<file path="config.mk">
export PLATFORM = sky130hd
export DESIGN_NAME = addroundkey_stage
export DESIGN_NICKNAME = d
export VERILOG_FILES = /design/src/rtl/aes_pkg.sv /design/src/rtl/key_subword.sv /design/src/rtl/addroundkey_stage.sv
export SDC_FILE = /design/constraint.sdc
export NUM_CORES = 1
export LEC_CHECK = 0
export CAP_MARGIN = 20
export CELL_PAD_IN_SITES_DETAIL_PLACEMENT = 1
export CELL_PAD_IN_SITES_GLOBAL_PLACEMENT = 1
export CORE_ASPECT_RATIO = 2
export CORE_MARGIN = 4
export CORE_UTILIZATION = 35
export DETAILED_ROUTE_END_ITERATION = 7
export MAX_ROUTING_LAYER = met4
export PLACE_DENSITY_LB_ADDON = 0.1
export SLEW_MARGIN = 5
export SYNTH_ARGS = -nofsm -noshare
export SYNTH_HDL_FRONTEND = slang
export SYNTH_SLANG_ARGS = --single-unit
</file>
<file path="constraint.sdc">
create_clock -name clk -period 24.6 [get_ports clk]
set_input_delay 3.69 -clock clk [delete_from_list [all_inputs] [get_ports clk]]
set_output_delay 3.69 -clock clk [all_outputs]
set_load 0.05 [all_outputs]
</file>
<file path="src/rtl/aes_pkg.sv">
// Shared AES types, constants and GF(2^8) helpers for the round datapath stages.
package aes_pkg;

    typedef logic [127:0] aes_state_t;
    typedef logic [31:0]  aes_word_t;
    typedef logic [7:0]   aes_byte_t;

    localparam int        NR_AES128 = 10;
    localparam aes_byte_t RCON_INIT = 8'h01;
    localparam aes_byte_t GF_POLY   = 8'h1b;

    typedef enum logic [1:0] {
        ARK_IDLE  = 2'd0,
        ARK_RUN   = 2'd1,
        ARK_DRAIN = 2'd2
    } ark_fsm_t;

    // Multiply by x in GF(2^8) modulo the AES polynomial.
    function automatic aes_byte_t xtime(input aes_byte_t b);
        return {b[6:0], 1'b0} ^ (b[7] ? GF_POLY : 8'h00);
    endfunction

    function automatic aes_word_t rot_word(input aes_word_t w);
        return {w[23:0], w[31:24]};
    endfunction

endpackage

</file>
<file path="src/rtl/key_subword.sv">
// SubWord: four parallel AES S-box lookups on a 32-bit word (also usable by SubBytes).
module key_subword
    import aes_pkg::*;
(
    input  aes_word_t word,
    output aes_word_t subword
);

    localparam aes_byte_t SBOX [256] = '{
        8'h63, 8'h7c, 8'h77, 8'h7b, 8'hf2, 8'h6b, 8'h6f, 8'hc5, 8'h30, 8'h01, 8'h67, 8'h2b, 8'hfe, 8'hd7, 8'hab, 8'h76,
        8'hca, 8'h82, 8'hc9, 8'h7d, 8'hfa, 8'h59, 8'h47, 8'hf0, 8'had, 8'hd4, 8'ha2, 8'haf, 8'h9c, 8'ha4, 8'h72, 8'hc0,
        8'hb7, 8'hfd, 8'h93, 8'h26, 8'h36, 8'h3f, 8'hf7, 8'hcc, 8'h34, 8'ha5, 8'he5, 8'hf1, 8'h71, 8'hd8, 8'h31, 8'h15,
        8'h04, 8'hc7, 8'h23, 8'hc3, 8'h18, 8'h96, 8'h05, 8'h9a, 8'h07, 8'h12, 8'h80, 8'he2, 8'heb, 8'h27, 8'hb2, 8'h75,
        8'h09, 8'h83, 8'h2c, 8'h1a, 8'h1b, 8'h6e, 8'h5a, 8'ha0, 8'h52, 8'h3b, 8'hd6, 8'hb3, 8'h29, 8'he3, 8'h2f, 8'h84,
        8'h53, 8'hd1, 8'h00, 8'hed, 8'h20, 8'hfc, 8'hb1, 8'h5b, 8'h6a, 8'hcb, 8'hbe, 8'h39, 8'h4a, 8'h4c, 8'h58, 8'hcf,
        8'hd0, 8'hef, 8'haa, 8'hfb, 8'h43, 8'h4d, 8'h33, 8'h85, 8'h45, 8'hf9, 8'h02, 8'h7f, 8'h50, 8'h3c, 8'h9f, 8'ha8,
        8'h51, 8'ha3, 8'h40, 8'h8f, 8'h92, 8'h9d, 8'h38, 8'hf5, 8'hbc, 8'hb6, 8'hda, 8'h21, 8'h10, 8'hff, 8'hf3, 8'hd2,
        8'hcd, 8'h0c, 8'h13, 8'hec, 8'h5f, 8'h97, 8'h44, 8'h17, 8'hc4, 8'ha7, 8'h7e, 8'h3d, 8'h64, 8'h5d, 8'h19, 8'h73,
        8'h60, 8'h81, 8'h4f, 8'hdc, 8'h22, 8'h2a, 8'h90, 8'h88, 8'h46, 8'hee, 8'hb8, 8'h14, 8'hde, 8'h5e, 8'h0b, 8'hdb,
        8'he0, 8'h32, 8'h3a, 8'h0a, 8'h49, 8'h06, 8'h24, 8'h5c, 8'hc2, 8'hd3, 8'hac, 8'h62, 8'h91, 8'h95, 8'he4, 8'h79,
        8'he7, 8'hc8, 8'h37, 8'h6d, 8'h8d, 8'hd5, 8'h4e, 8'ha9, 8'h6c, 8'h56, 8'hf4, 8'hea, 8'h65, 8'h7a, 8'hae, 8'h08,
        8'hba, 8'h78, 8'h25, 8'h2e, 8'h1c, 8'ha6, 8'hb4, 8'hc6, 8'he8, 8'hdd, 8'h74, 8'h1f, 8'h4b, 8'hbd, 8'h8b, 8'h8a,
        8'h70, 8'h3e, 8'hb5, 8'h66, 8'h48, 8'h03, 8'hf6, 8'h0e, 8'h61, 8'h35, 8'h57, 8'hb9, 8'h86, 8'hc1, 8'h1d, 8'h9e,
        8'he1, 8'hf8, 8'h98, 8'h11, 8'h69, 8'hd9, 8'h8e, 8'h94, 8'h9b, 8'h1e, 8'h87, 8'he9, 8'hce, 8'h55, 8'h28, 8'hdf,
        8'h8c, 8'ha1, 8'h89, 8'h0d, 8'hbf, 8'he6, 8'h42, 8'h68, 8'h41, 8'h99, 8'h2d, 8'h0f, 8'hb0, 8'h54, 8'hbb, 8'h16
    };

    function automatic aes_byte_t sbox(input aes_byte_t b);
        return SBOX[b];
    endfunction

    assign subword = {sbox(word[31:24]), sbox(word[23:16]), sbox(word[15:8]), sbox(word[7:0])};

endmodule

</file>
<file path="src/rtl/addroundkey_stage.sv">
// Registered AddRoundKey stage with an on-the-fly AES-128 key schedule.
// Build option ADDROUNDKEY_ZEROIZE_EN: clear the round-key register when done pulses.
//
// state     | meaning
// ----------+-------------------------------------------------------------
// ARK_IDLE  | no block armed; beats are ignored
// ARK_RUN   | accepting beats for rounds 0..NR, key advances per beat
// ARK_DRAIN | round-NR beat accepted, waiting for its output handshake
module addroundkey_stage
    import aes_pkg::*;
#(
    parameter int NR    = NR_AES128,
    parameter int KEY_W = 128
) (
    input  logic             clk,
    input  logic             rst,
    input  logic             start,
    input  logic [KEY_W-1:0] key,
    input  logic             in_valid,
    output logic             in_ready,
    input  logic [KEY_W-1:0] state,
    output logic             out_valid,
    input  logic             out_ready,
    output logic [KEY_W-1:0] outputstate,
    output logic [3:0]       round,
    output logic             done
);

    ark_fsm_t   fsm;
    aes_state_t rk;
    aes_byte_t  rcon;
    aes_word_t  rot_w;
    aes_word_t  sub_w;
    aes_word_t  t_w;
    aes_word_t  w0_n;
    aes_word_t  w1_n;
    aes_word_t  w2_n;
    aes_word_t  w3_n;
    aes_state_t rk_next;
    logic       accept;
    logic       last_round;

    assign rot_w = rot_word(rk[31:0]);

    key_subword u_key_subword (
        .word    (rot_w),
        .subword (sub_w)
    );

    // Next round key is combinational from the registered key, so the beat
    // accepted this cycle always sees the key for its own round.
    always_comb begin
        t_w     = sub_w ^ {rcon, 24'h000000};
        w0_n    = rk[127:96] ^ t_w;
        w1_n    = rk[95:64]  ^ w0_n;
        w2_n    = rk[63:32]  ^ w1_n;
        w3_n    = rk[31:0]   ^ w2_n;
        rk_next = {w0_n, w1_n, w2_n, w3_n};
    end

    assign in_ready   = (fsm == ARK_RUN) && (!out_valid || out_ready) && !start;
    assign accept     = in_valid && in_ready;
    assign last_round = (round == 4'(NR));

    always_ff @(posedge clk or posedge rst) begin
        if (rst) begin
            fsm         <= ARK_IDLE;
            round       <= '0;
            rcon        <= RCON_INIT;
            rk          <= '0;
            outputstate <= '0;
            out_valid   <= 1'b0;
            done        <= 1'b0;
        end else begin
            done <= 1'b0;
            if (start) begin
                // Restart discards any output still waiting downstream.
                fsm       <= ARK_RUN;
                rk        <= key;
                round     <= '0;
                rcon      <= RCON_INIT;
                out_valid <= 1'b0;
            end else if (accept) begin
                outputstate <= state ^ rk;
                out_valid   <= 1'b1;
                if (last_round) begin
                    fsm <= ARK_DRAIN;
                end else begin
                    rk    <= rk_next;
                    round <= round + 4'd1;
                    rcon  <= xtime(rcon);
                end
            end else if (out_valid && out_ready) begin
                out_valid <= 1'b0;
                if (fsm == ARK_DRAIN) begin
                    fsm  <= ARK_IDLE;
                    done <= 1'b1;
`ifdef ADDROUNDKEY_ZEROIZE_EN
                    rk   <= '0;
`else
                    rk   <= rk;
`endif
                end
            end
        end
    end

endmodule

</file>
==> impl_metrics.json <==
{
  "timing.rr.start": "rk[0]$_DFFE_PP0P_",
  "die_h_um": 406,
  "hold_path_end": "outputstate[100]$_DFFE_PP0P_",
  "synth_seq_cells": 272,
  "dieArea_sq_mm": 0.0839,
  "fin_nets": 3905,
  "core_area_sq_mm": 0.0782,
  "post-route-period-util": 0.391,
  "async_flop_share": 1.00,
  "syn2layout_area_growth_pct": 18.6,
  "antenna_found_initial": 12,
  "cts_setup_buffers": 0,
  "yosys.area.top_type": "dfrtp_1",
  "hold_violations": 0,
  "critPathKind": "in -> out",
  "vias": 29700,
  "io_pins": 396,
  "dieWidth_um": 207,
  "cts-htree-levels": 1,
  "overflow": 0,
  "worst_setup_path_start_kind": "input port",
  "setup_slack_ps": 14980,
  "vias_per_cell": 6.40,
  "r2r_setup_slack_ps": 18930,
  "synth.area.top_cells": "dfrtp_1 (25%), xnor2_1 (7.4%), o21ai_0 (6.4%), mux4_2 (5.9%), nand2_1 (5.3%)",
  "grt_pass1_wl_um": 210000,
  "whs_path_depth": 2,
  "max_stage_delay_ps": 960,
  "critPathCaptureType": "primary output",
  "startpoint": "out_ready",
  "grt_use_total": 0.341,
  "cts.hold.buffers_added": 0,
  "rsz0062_at_grt": "no",
  "drt-initial-drc-count": 2774,
  "setup_viol": 0,
  "max_slew.worst_pin.slew_ps": 1090,
  "finalWorstPathRequiredPeriod_ps": 9620,
  "start_util": 0.354,
  "hpwl_um": 105000,
  "place_congestion": 1.07,
  "slew_headroom": 0.275,
  "cts_root_buf": "clkbuf_16",
  "clock_latency_ps": 610,
  "syn_inst": 3464,
  "cts_sinks": 272,
  "synth_nets": 3787,
  "maxCapViolCount": 0,
  "p_leak_uw": 0.0125,
  "fillers": 9277,
  "dp_slack_ps": 15050,
  "grt_max_degree": 111,
  "worstPathRequired_ps": 20910,
  "crit_top_cell": "clkdlybuf4s50_1",
  "slew_violations": 0,
  "yosysSeqAreaShare": 0.246,
  "drt_wl_total_um": 145000,
  "path_cells": "clkdlybuf4s50_1, nor2b_1, nor4b_1, clkdlybuf4s50_1",
  "r2r_cells": 13,
  "stdcell_count": 4644,
  "crit_slowest_cell": "clkdlybuf4s50_1",
  "tns_ps": 0,
  "cts_max_path_buffers": 3,
  "ctsResizeCount": 0,
  "ys_warn_count": 0,
  "arrival_ps": 5930,
  "clock_skew_ps": 30.9,
  "portBuffers": 395,
  "hp-start": "outputstate[100]$_DFFE_PP0P_",
  "synth_edf_count": 0,
  "hold_class": "reg -> reg",
  "synth_flop_cell": "dfrtp_1",
  "grt_pass1_vias": 30700,
  "clk_transition_reported_paths_ps": 70,
  "drc": 0,
  "avgRoutedWirePerCell_um": 31.1,
  "drive_gt1_frac": 0.0802,
  "finalPower_uw": 5900,
  "power_density_mw_per_mm2": 180,
  "max_freq_mhz": 104,
  "syn_avg_cell_area_sq_um": 7.98,
  "yosys.area.top_type_share": 0.245,
  "dp_cells": 4580,
  "r2r-end": "rk[10]$_DFFE_PP0P_",
  "cts_buffers": 28,
  "ant_nets": 0,
  "peakVddDrop_uv": 97.3,
  "status": "complete, no violations",
  "rows": 145,
  "cts_tree": "built",
  "synth_area_sq_mm": 0.0277,
  "drt_pass1_iterations": 7,
  "crit_fanout": 3,
  "synth.distinct_cells": 97
}
[stage by stage]
step | hold slack (ps) | instance area [sq um] | util
6_report | 477 | 32800 | 0.420
3_5_place_dp | 469 | 31800 | 0.407
5_1_grt | 505 | 32800 | 0.420
3_3_place_gp | 461 | 31800 | 0.407
4_1_cts | 484 | 32800 | 0.419
2_1_floorplan | 465 | 27700 | -
[routing by layer]
metal | wire, um | GRT usage | part of all wire | vias to the layer above
met4 | 11600 | 0.220 | 0.080 | 0
li1 | - | - | - | 13000
met1 | 50900 | 0.361 | 0.35 | 14800
met3 | 9330 | 0.0543 | 0.065 | 491
met2 | 72700 | 0.584 | 0.50 | 1443
met5 | 0 | - | 0 | -
[layout make-up]
class                   instances  area [sq um]  area share
diodes                         13          32.5    0.000991
flip-flops and latches        272          6840       0.208
clock buffers                  44           862      0.0263
clock inverters                 6          90.1     0.00275
well taps                    1029          1290      0.0392
repair buffers                466          4480       0.137
multi-input cells            2737         18900       0.577
inverters                      77           297     0.00904
[worst max-delay path by stage]
stage / to / cells past startpoint
4_1_cts: in_ready / 4
3_5_place_dp: in_ready / 4
5_1_grt: in_ready / 4
6_report: in_ready / 4
3_3_place_gp: in_ready / 4
2_1_floorplan: done$_DFF_PP0_ / 1
[placed cells by master (no fill, tap or decap), types with 54 or more instances in the layout]
| cell | instances |
|---|---|
| nand2b_1 | 89 |
| clkdlybuf4s50_1 | 394 |
| a221o_1 | 56 |
| o21ai_0 | 353 |
| nor2_1 | 193 |
| nor2b_1 | 68 |
| dfrtp_1 | 258 |
| a21oi_1 | 159 |
| nand3_1 | 94 |
| buf_4 | 68 |
| nor3_1 | 95 |
| ha_1 | 62 |
| nand2_1 | 388 |
| xnor2_1 | 234 |
| o211ai_1 | 54 |
| mux4_2 | 72 |
| inv_1 | 58 |
[cell usage after synthesis, drive strengths merged (19+ instances only)]
cell	n
a211oi	44
a21o	36
a21oi	159
a221o	56
a221oi	19
a22oi	35
a311oi	45
a31oi	52
and2	33
and3	20
buf	165
clkbuf	213
dfrtp	271
ha	62
inv	68
mux2	19
mux2i	48
mux4	72
nand2	391
nand2b	89
nand3	94
nor2	196
nor2b	69
nor3	95
nor3b	20
o211ai	54
o21ai	364
o221ai	22
o311ai	49
o31ai	26
or2	25
or3	32
xnor2	240
xor2	33
[critical path, delay by kind of cell]
family | cells | cell delay (ps)
and+or+nand+nor | 2 | 780
buffers and inverters | 2 | 1450
[cells by family after synthesis]
family / count (synthesis) / share of synthesized area
multiplexers: 139 / 0.0839
adder cells (fa/ha/maj): 62 / 0.0280
buffers and inverters: 455 / 0.0713
AO/OA/AOI/OAI: 1150 / 0.285
XOR/XNOR: 280 / 0.0938
flip-flops: 272 / 0.246
AND/OR/NAND/NOR: 1106 / 0.192
[power by group]
group | switching [uW] | internal, uW
sequential | 213 | 624
clock | 202 | 260
combinational | 3020 | 1580
[flip-flops by register name, summed over array words and instances, names as in the netlist]
register	cells
rcon	8
done	1
outputstate	128
fsm	2
rk	128
out_valid	1
round	4
Power figures use the tool's default switching activity.
